[config.mk]
export PLATFORM = sky130hd
export DESIGN_NAME = sipo_latch_feeder_flat
export DESIGN_NICKNAME = d
export VERILOG_FILES = /design/src/rtl/sipo_latch_feeder_if.sv /design/src/rtl/sipo_latch_feeder.sv /design/src/flat_wrapper.sv
export SDC_FILE = /design/constraint.sdc
export NUM_CORES = 1
export LEC_CHECK = 0
export ABC_AREA = 1
export BUFFER_PORTS_ARGS = -buffer_cell sky130_fd_sc_hd__buf_2
export CAP_MARGIN = 20
export CORE_UTILIZATION = 47
export CTS_CLUSTER_SIZE = 8
export DETAILED_ROUTE_END_ITERATION = 7
export HOLD_SLACK_MARGIN = 0.05
export PLACE_DENSITY = 0.76
export RECOVER_POWER = 25
export SKIP_LAST_GASP = 1
export SYNTH_ARGS = -nofsm -noshare
export SYNTH_HDL_FRONTEND = slang
export SYNTH_SLANG_ARGS = --single-unit
[constraint.sdc]
create_clock -name clk -period 1.7 [get_ports clk]
set_input_delay 0.085 -clock clk [delete_from_list [all_inputs] [get_ports clk]]
set_output_delay 0.085 -clock clk [all_outputs]
set_load 0.02 [all_outputs]
[src/rtl/sipo_latch_feeder_if.sv]
// Serial input / parallel latch-feeding output bundle for sipo_latch_feeder.
// Handshake: a bit transfers on a rising edge where ser_valid=1, ser_ready=1 and frame_clear=0.
interface sipo_latch_feeder_if #(
    parameter int WIDTH = 8
);
    logic             ser_valid;
    logic             ser_bit;
    logic             frame_clear;
    logic             ser_ready;
    logic [WIDTH-1:0] par_data;
    logic             latch_en;
    logic             frame_done;
    logic             busy;
    logic             overrun;

    modport master (
        output ser_valid, ser_bit, frame_clear,
        input  ser_ready, par_data, latch_en, frame_done, busy, overrun
    );

    modport slave (
        input  ser_valid, ser_bit, frame_clear,
        output ser_ready, par_data, latch_en, frame_done, busy, overrun
    );
endinterface

[src/rtl/sipo_latch_feeder.sv]
// Serial-in, parallel-out frame assembler feeding a bank of transparent D latches:
// shifts WIDTH bits, then holds the word on par_data while strobing latch_en.
module sipo_latch_feeder #(
    parameter int WIDTH     = 8,
    parameter bit MSB_FIRST = 1'b1,
    parameter int LE_CYCLES = 2
) (
    input  logic                clk,
    input  logic                rst,
    sipo_latch_feeder_if.slave  bus,
    output logic [1:0]          o_dbg_state
);
    localparam int CW = $clog2(WIDTH + 1);
    localparam int SW = (LE_CYCLES > 1) ? $clog2(LE_CYCLES) : 1;

    typedef enum logic [1:0] {
        S_IDLE   = 2'd0,
        S_SHIFT  = 2'd1,
        S_STROBE = 2'd2
    } state_t;

    state_t           r_state;
    state_t           w_next;
    logic [WIDTH-1:0] r_sreg;
    logic [WIDTH-1:0] r_par;
    logic [WIDTH-1:0] w_sreg_next;
    logic [CW-1:0]    r_cnt;
    logic [SW-1:0]    r_scnt;
    logic             r_le;
    logic             r_ovr;
    logic             w_ready;
    logic             w_accept;
    logic             w_last;

    assign w_ready  = (r_state != S_STROBE);
    assign w_accept = bus.ser_valid & w_ready & ~bus.frame_clear;
    assign w_last   = w_accept & (r_cnt == CW'(WIDTH - 1));

    always_comb begin
        w_sreg_next = r_sreg;
        if (MSB_FIRST) begin
            w_sreg_next = {r_sreg[WIDTH-2:0], bus.ser_bit};
        end else begin
            w_sreg_next = {bus.ser_bit, r_sreg[WIDTH-1:1]};
        end
    end

    always_ff @(posedge clk or posedge rst) begin
        if (rst) begin
            r_state <= S_IDLE;
        end else begin
            r_state <= w_next;
        end
    end

    always_comb begin
        w_next = r_state;
        case (r_state)
            S_IDLE: begin
                if (w_accept) w_next = S_SHIFT;
            end
            S_SHIFT: begin
                if (bus.frame_clear) w_next = S_IDLE;
                else if (w_last)     w_next = S_STROBE;
            end
            S_STROBE: begin
                if (r_scnt == '0) w_next = S_IDLE;
            end
            default: w_next = S_IDLE;
        endcase
    end

    // par_data is loaded only on the completing edge, so it is stable for the whole strobe and after it.
    always_ff @(posedge clk or posedge rst) begin
        if (rst) begin
            r_sreg <= '0;
            r_par  <= '0;
            r_cnt  <= '0;
            r_scnt <= '0;
            r_le   <= 1'b0;
        end else if (r_state == S_STROBE) begin
            if (r_scnt == '0) begin
                r_le <= 1'b0;
            end else begin
                r_scnt <= r_scnt - SW'(1);
            end
        end else if (bus.frame_clear) begin
            r_sreg <= '0;
            r_cnt  <= '0;
        end else if (w_accept) begin
            r_sreg <= w_sreg_next;
            if (w_last) begin
                r_cnt  <= '0;
                r_par  <= w_sreg_next;
                r_le   <= 1'b1;
                r_scnt <= SW'(LE_CYCLES - 1);
            end else begin
                r_cnt <= r_cnt + CW'(1);
            end
        end
    end

    // frame_clear wins over a same-cycle overrun set.
    always_ff @(posedge clk or posedge rst) begin
        if (rst) begin
            r_ovr <= 1'b0;
        end else if (bus.frame_clear) begin
            r_ovr <= 1'b0;
        end else if (bus.ser_valid && !w_ready) begin
            r_ovr <= 1'b1;
        end
    end

    assign bus.ser_ready  = w_ready;
    assign bus.par_data   = r_par;
    assign bus.latch_en   = r_le;
    assign bus.frame_done = (r_state == S_STROBE) && (r_scnt == '0);
    assign bus.busy       = (r_state == S_STROBE) || (r_cnt != '0);
    assign bus.overrun    = r_ovr;
    assign o_dbg_state    = r_state;
endmodule

[src/flat_wrapper.sv]
// flat-port wrapper written by rule: the top's interface ports become plain ports
module sipo_latch_feeder_flat 
#(
    parameter int WIDTH     = 8,
    parameter bit MSB_FIRST = 1'b1,
    parameter int LE_CYCLES = 2
)
  (clk, rst, o_dbg_state, bus_ser_valid, bus_ser_bit, bus_frame_clear, bus_ser_ready, bus_par_data, bus_latch_en, bus_frame_done, bus_busy, bus_overrun);
  sipo_latch_feeder_if #(.WIDTH(WIDTH)) bus_i ();
  input  logic clk;
  input  logic rst;
  output logic [1:0] o_dbg_state;
  input wire logic [$bits(bus_i.ser_valid)-1:0] bus_ser_valid;
  input wire logic [$bits(bus_i.ser_bit)-1:0] bus_ser_bit;
  input wire logic [$bits(bus_i.frame_clear)-1:0] bus_frame_clear;
  output wire logic [$bits(bus_i.ser_ready)-1:0] bus_ser_ready;
  output wire logic [$bits(bus_i.par_data)-1:0] bus_par_data;
  output wire logic [$bits(bus_i.latch_en)-1:0] bus_latch_en;
  output wire logic [$bits(bus_i.frame_done)-1:0] bus_frame_done;
  output wire logic [$bits(bus_i.busy)-1:0] bus_busy;
  output wire logic [$bits(bus_i.overrun)-1:0] bus_overrun;
  assign bus_i.ser_valid = bus_ser_valid;
  assign bus_i.ser_bit = bus_ser_bit;
  assign bus_i.frame_clear = bus_frame_clear;
  assign bus_ser_ready = bus_i.ser_ready;
  assign bus_par_data = bus_i.par_data;
  assign bus_latch_en = bus_i.latch_en;
  assign bus_frame_done = bus_i.frame_done;
  assign bus_busy = bus_i.busy;
  assign bus_overrun = bus_i.overrun;
  sipo_latch_feeder #(.WIDTH(WIDTH), .MSB_FIRST(MSB_FIRST), .LE_CYCLES(LE_CYCLES)) u_core (.clk(clk), .rst(rst), .bus(bus_i), .o_dbg_state(o_dbg_state));
endmodule
==> insert_results.sql <==
INSERT INTO impl_metrics (metric_group, metric, value, unit) VALUES
('run_status', 'outcome', 'finished clean', ''),
('clock_tree', 'clk_pin_slew_worst_paths', '0.13', 'ns'),
('synth', 'avgSynthCellArea', '9.71', 'um^2'),
('clock_tree', 'root_buffer', 'sky130_fd_sc_hd__clkbuf_4', ''),
('synth', 'synthTopCellsByArea', 'sky130_fd_sc_hd__dfrtp_1 55%, sky130_fd_sc_hd__nand2_1 7.5%, sky130_fd_sc_hd__o21ai_2 6.4%, sky130_fd_sc_hd__inv_1 5.1%, sky130_fd_sc_hd__o22ai_1 3.4%', ''),
('floorplan', 'die_footprint', '0.00253', 'mm^2'),
('clock_tree', 'post_cts_buffers', '0', ''),
('detailed_routing', 'detail_route.wirelength', '1.98', 'mm'),
('sta', 'finalSetupViolCount', '0', ''),
('detailed_routing', 'route.met2.wl', '985', 'um'),
('sta', 'timing.max_slew.rel_slack', '60.7', '%'),
('detailed_routing', 'vias_per_cell', '5.08', ''),
('detailed_routing', 'drc_errors', '0', ''),
('sta', 'clock.fmax', '0.688', 'GHz'),
('detailed_routing', 'initialDrtViolationCount', '13', ''),
('clock_tree', 'cts.path.max_buffers', '2', ''),
('cells_and_area', 'antenna_cells', '0', ''),
('clock_tree', 'cts_hold_repair.buffers', '3', ''),
('critical_path', 'worst-endpoint-required', '1.62', 'ns'),
('synth', 'synth_nets', '120', ''),
('critical_path', 'critPathMaxFanout', '7', ''),
('clock_tree', 'cts_made_buffers', '3', ''),
('sta', 'hold_violations', '0', ''),
('cells_and_area', 'finalNetCount', '147', ''),
('placed_design', 'gpl.final_weighted_congestion', '0.811', ''),
('critical_path', 'timing.setup.critical_path_class', 'flop to output pin', ''),
('floorplan', 'die_h', '50.3', 'um'),
('cells_and_area', 'layout.cell_area.non_filler', '0.00131', 'mm^2'),
('detailed_routing', 'drt_pass1_iterations', '4', ''),
('worst_hold_path', 'worstHoldPathType', 'input pin to flop', ''),
('cells_and_area', 'drive_above_1_share', '32.4', '%'),
('floorplan', 'placementRows', '17', ''),
('synth', 'yosysUniqueCellTypes', '21', ''),
('floorplan', 'core_area', '0.00221', 'mm^2'),
('floorplan', 'io_pins', '20', ''),
('sta', 'period_share', '85.5', '%'),
('global_route', 'grt_start_max_net_pins', '25', ''),
('placed_design', 'io_buffers', '19', ''),
('critical_path', 'cp_top_family', 'flip-flops', ''),
('critical_path', 'critPathArrivalTime', '1.37', 'ns'),
('detailed_routing', 'met3WireLength', '72', 'um'),
('clock_tree', 'clock_tree.htree_level_count', '1', ''),
('run', 'max_cap_violations', '0', ''),
('sta', 'skew', '0.00797', 'ns'),
('sta', 'worst-slew-pin-transition', '0.590', 'ns'),
('synth', 'top_area_cell_type_share_of_the_netlist_area', '54.7', '%'),
('clock_tree', 'post_cts.resized_instances', '0', ''),
('detailed_routing', 'routedLengthMet1', '887', 'um'),
('synth', 'synthesis.area', '0.00110', 'mm^2'),
('global_route', 'antenna_violations_before_repair', '0', ''),
('critical_path', 'slowest_stage_delay_cp', '0.49', 'ns'),
('floorplan', 'die-width', '50.3', 'um'),
('critical_path', 'critical_path_buf_inv_count', '2', ''),
('floorplan', 'initial_core_util', '49.6', '%'),
('sta', 'grt_setup_unrepaired', 'no', ''),
('synth', 'synthCells', '113', ''),
('sta', 'final_period_minus_worst_setup_slack', '1.45', 'ns'),
('detailed_routing', 'top_signal_layer_used', 'met4', ''),
('critical_path', 'critical_path.cell_chain', 'inv_1, nand2_2, nand4_1, buf_2', ''),
('synth', 'number_of_warning_messages_in_the_yosys_log', '0', ''),
('detailed_routing', 'route.antenna.remaining_nets', '0', ''),
('global_route', 'grt_pass1_wl', '3.29', 'mm'),
('detailed_routing', 'via_count', '849', ''),
('power_and_ir_drop', 'leakagePower', '0.000657', 'uW'),
('synth', 'ys_ff_latch', '24', ''),
('placed_design', 'dp_hpwl', '1.37', 'mm'),
('placed_design', 'postPlaceCellArea', '0.00123', 'mm^2'),
('cells_and_area', 'area_delta_synth_final', '19.0', '%'),
('power_and_ir_drop', 'cellPowerDensity', '914', 'mW/mm^2'),
('clock_tree', 'clock_tree_from_tritoncts', 'built', ''),
('global_route', 'grt_pass1_vias', '770', '');
==> routing by layer <==
metal  up-vias  global-route usage, %
li1        420                      -
met1       407                   21.7
met2        18                   28.7
met3         4                   4.24
met4         0                   10.2
met5         -                      0
==> stage by stage <==
step                      total power, uW  utilization (%)  setup slack (ns)  hold slack (ns)  std cells
final                                1190             59.0             0.247            0.167        167
after global routing                 1240             59.0             0.157            0.162        167
after CTS                            1200             59.2             0.239            0.157        167
after detailed placement              790             55.4             0.414            0.152        160
after global placement                786             55.4             0.459            0.139        160
after floorplan                       744                -             0.459           0.0996        113
==> worst min-delay path: stages <==
cell,delay (ns)
sky130_fd_sc_hd__buf_2,0.09
sky130_fd_sc_hd__inv_1,0.06
sky130_fd_sc_hd__nor2_1,0.10
sky130_fd_sc_hd__o21a_1,0.11
==> cell families (layout without fill, tap and decap cells) <==
family / count (synthesis) / count (layout) / share of synthesized area [%]
AO/OA/AOI/OAI: 22 / 22 / 13.7
XOR/XNOR: 1 / 1 / 0.798
adder cells (fa/ha/maj): 2 / 2 / 2.28
buffers and inverters: 19 / 45 / 7.30
flip-flops: 24 / 24 / 54.7
AND/OR/NAND/NOR: 45 / 45 / 21.2
==> final cells by class <==
class	count	area, um^2	area share, %
clock buffer	3	22.5	1.72
clock inverter	1	30.0	2.30
inverter	17	63.8	4.89
multi-input combinational	70	417	31.9
sequential	24	601	46.0
tap	28	35.0	2.68
timing repair buffer	24	138	10.5
==> flip-flops by register name, indices dropped and copies added, names as in the netlist <==
| register | count |
|---|---|
| u_core.r_sreg | 7 |
| u_core.bus.par_data | 8 |
| u_core.bus.latch_en | 1 |
| u_core.bus.overrun | 1 |
| u_core.r_cnt | 4 |
| u_core.o_dbg_state | 2 |
| u_core.r_scnt | 1 |
==> synthesized netlist by cell type (all sizes together) <==
cell   number
o21ai      14
xnor2       1
nor2        9
a21oi       1
ha          2
o21a        1
nand4       2
buf         2
inv        17
o22ai       6
dfrtp      24
nand3       7
nand2      27
==> cells in the final DEF (no fill, tap or decap), drive strengths merged, types with 2 or more instances in the layout <==
cell / synthesis / routed
dlygate4sd3: 0 / 3
clkbuf: 0 / 4
nand3: 7 / 7
dfrtp: 24 / 24
ha: 2 / 2
inv: 17 / 17
buf: 2 / 20
nand4: 2 / 2
nand2: 27 / 27
o22ai: 6 / 6
nor2: 9 / 9
o21ai: 14 / 14
==> power by group <==
group	switching, uW	internal (uW)	leakage (uW)
clock network	172	238	0.0000279
logic	104	58.2	0.000309
registers	31.0	591	0.000321
total	307	887	0.000657
==> final timing paths <==
check,start,end,slack (ns),depth (start not counted)
max reg2reg,u_core.r_cnt[1]$_DFFE_PP0P_,u_core.o_dbg_state[0]$_DFFE_PP0P_,0.40,6
max,u_core.o_dbg_state[0]$_DFFE_PP0P_,bus_busy,0.25,4
min reg2reg,u_core.bus.par_data[2]$_DFFE_PP0P_,u_core.bus.par_data[2]$_DFFE_PP0P_,0.50,2
max in group asynchronous,rst,u_core.bus.overrun$_DFFE_PP0P_,0.87,4
min,bus_ser_valid,u_core.bus.overrun$_DFFE_PP0P_,0.17,4
min in group asynchronous,rst,u_core.r_sreg[5]$_DFFE_PP0P_,0.44,4
Power figures use the tool's default switching activity.
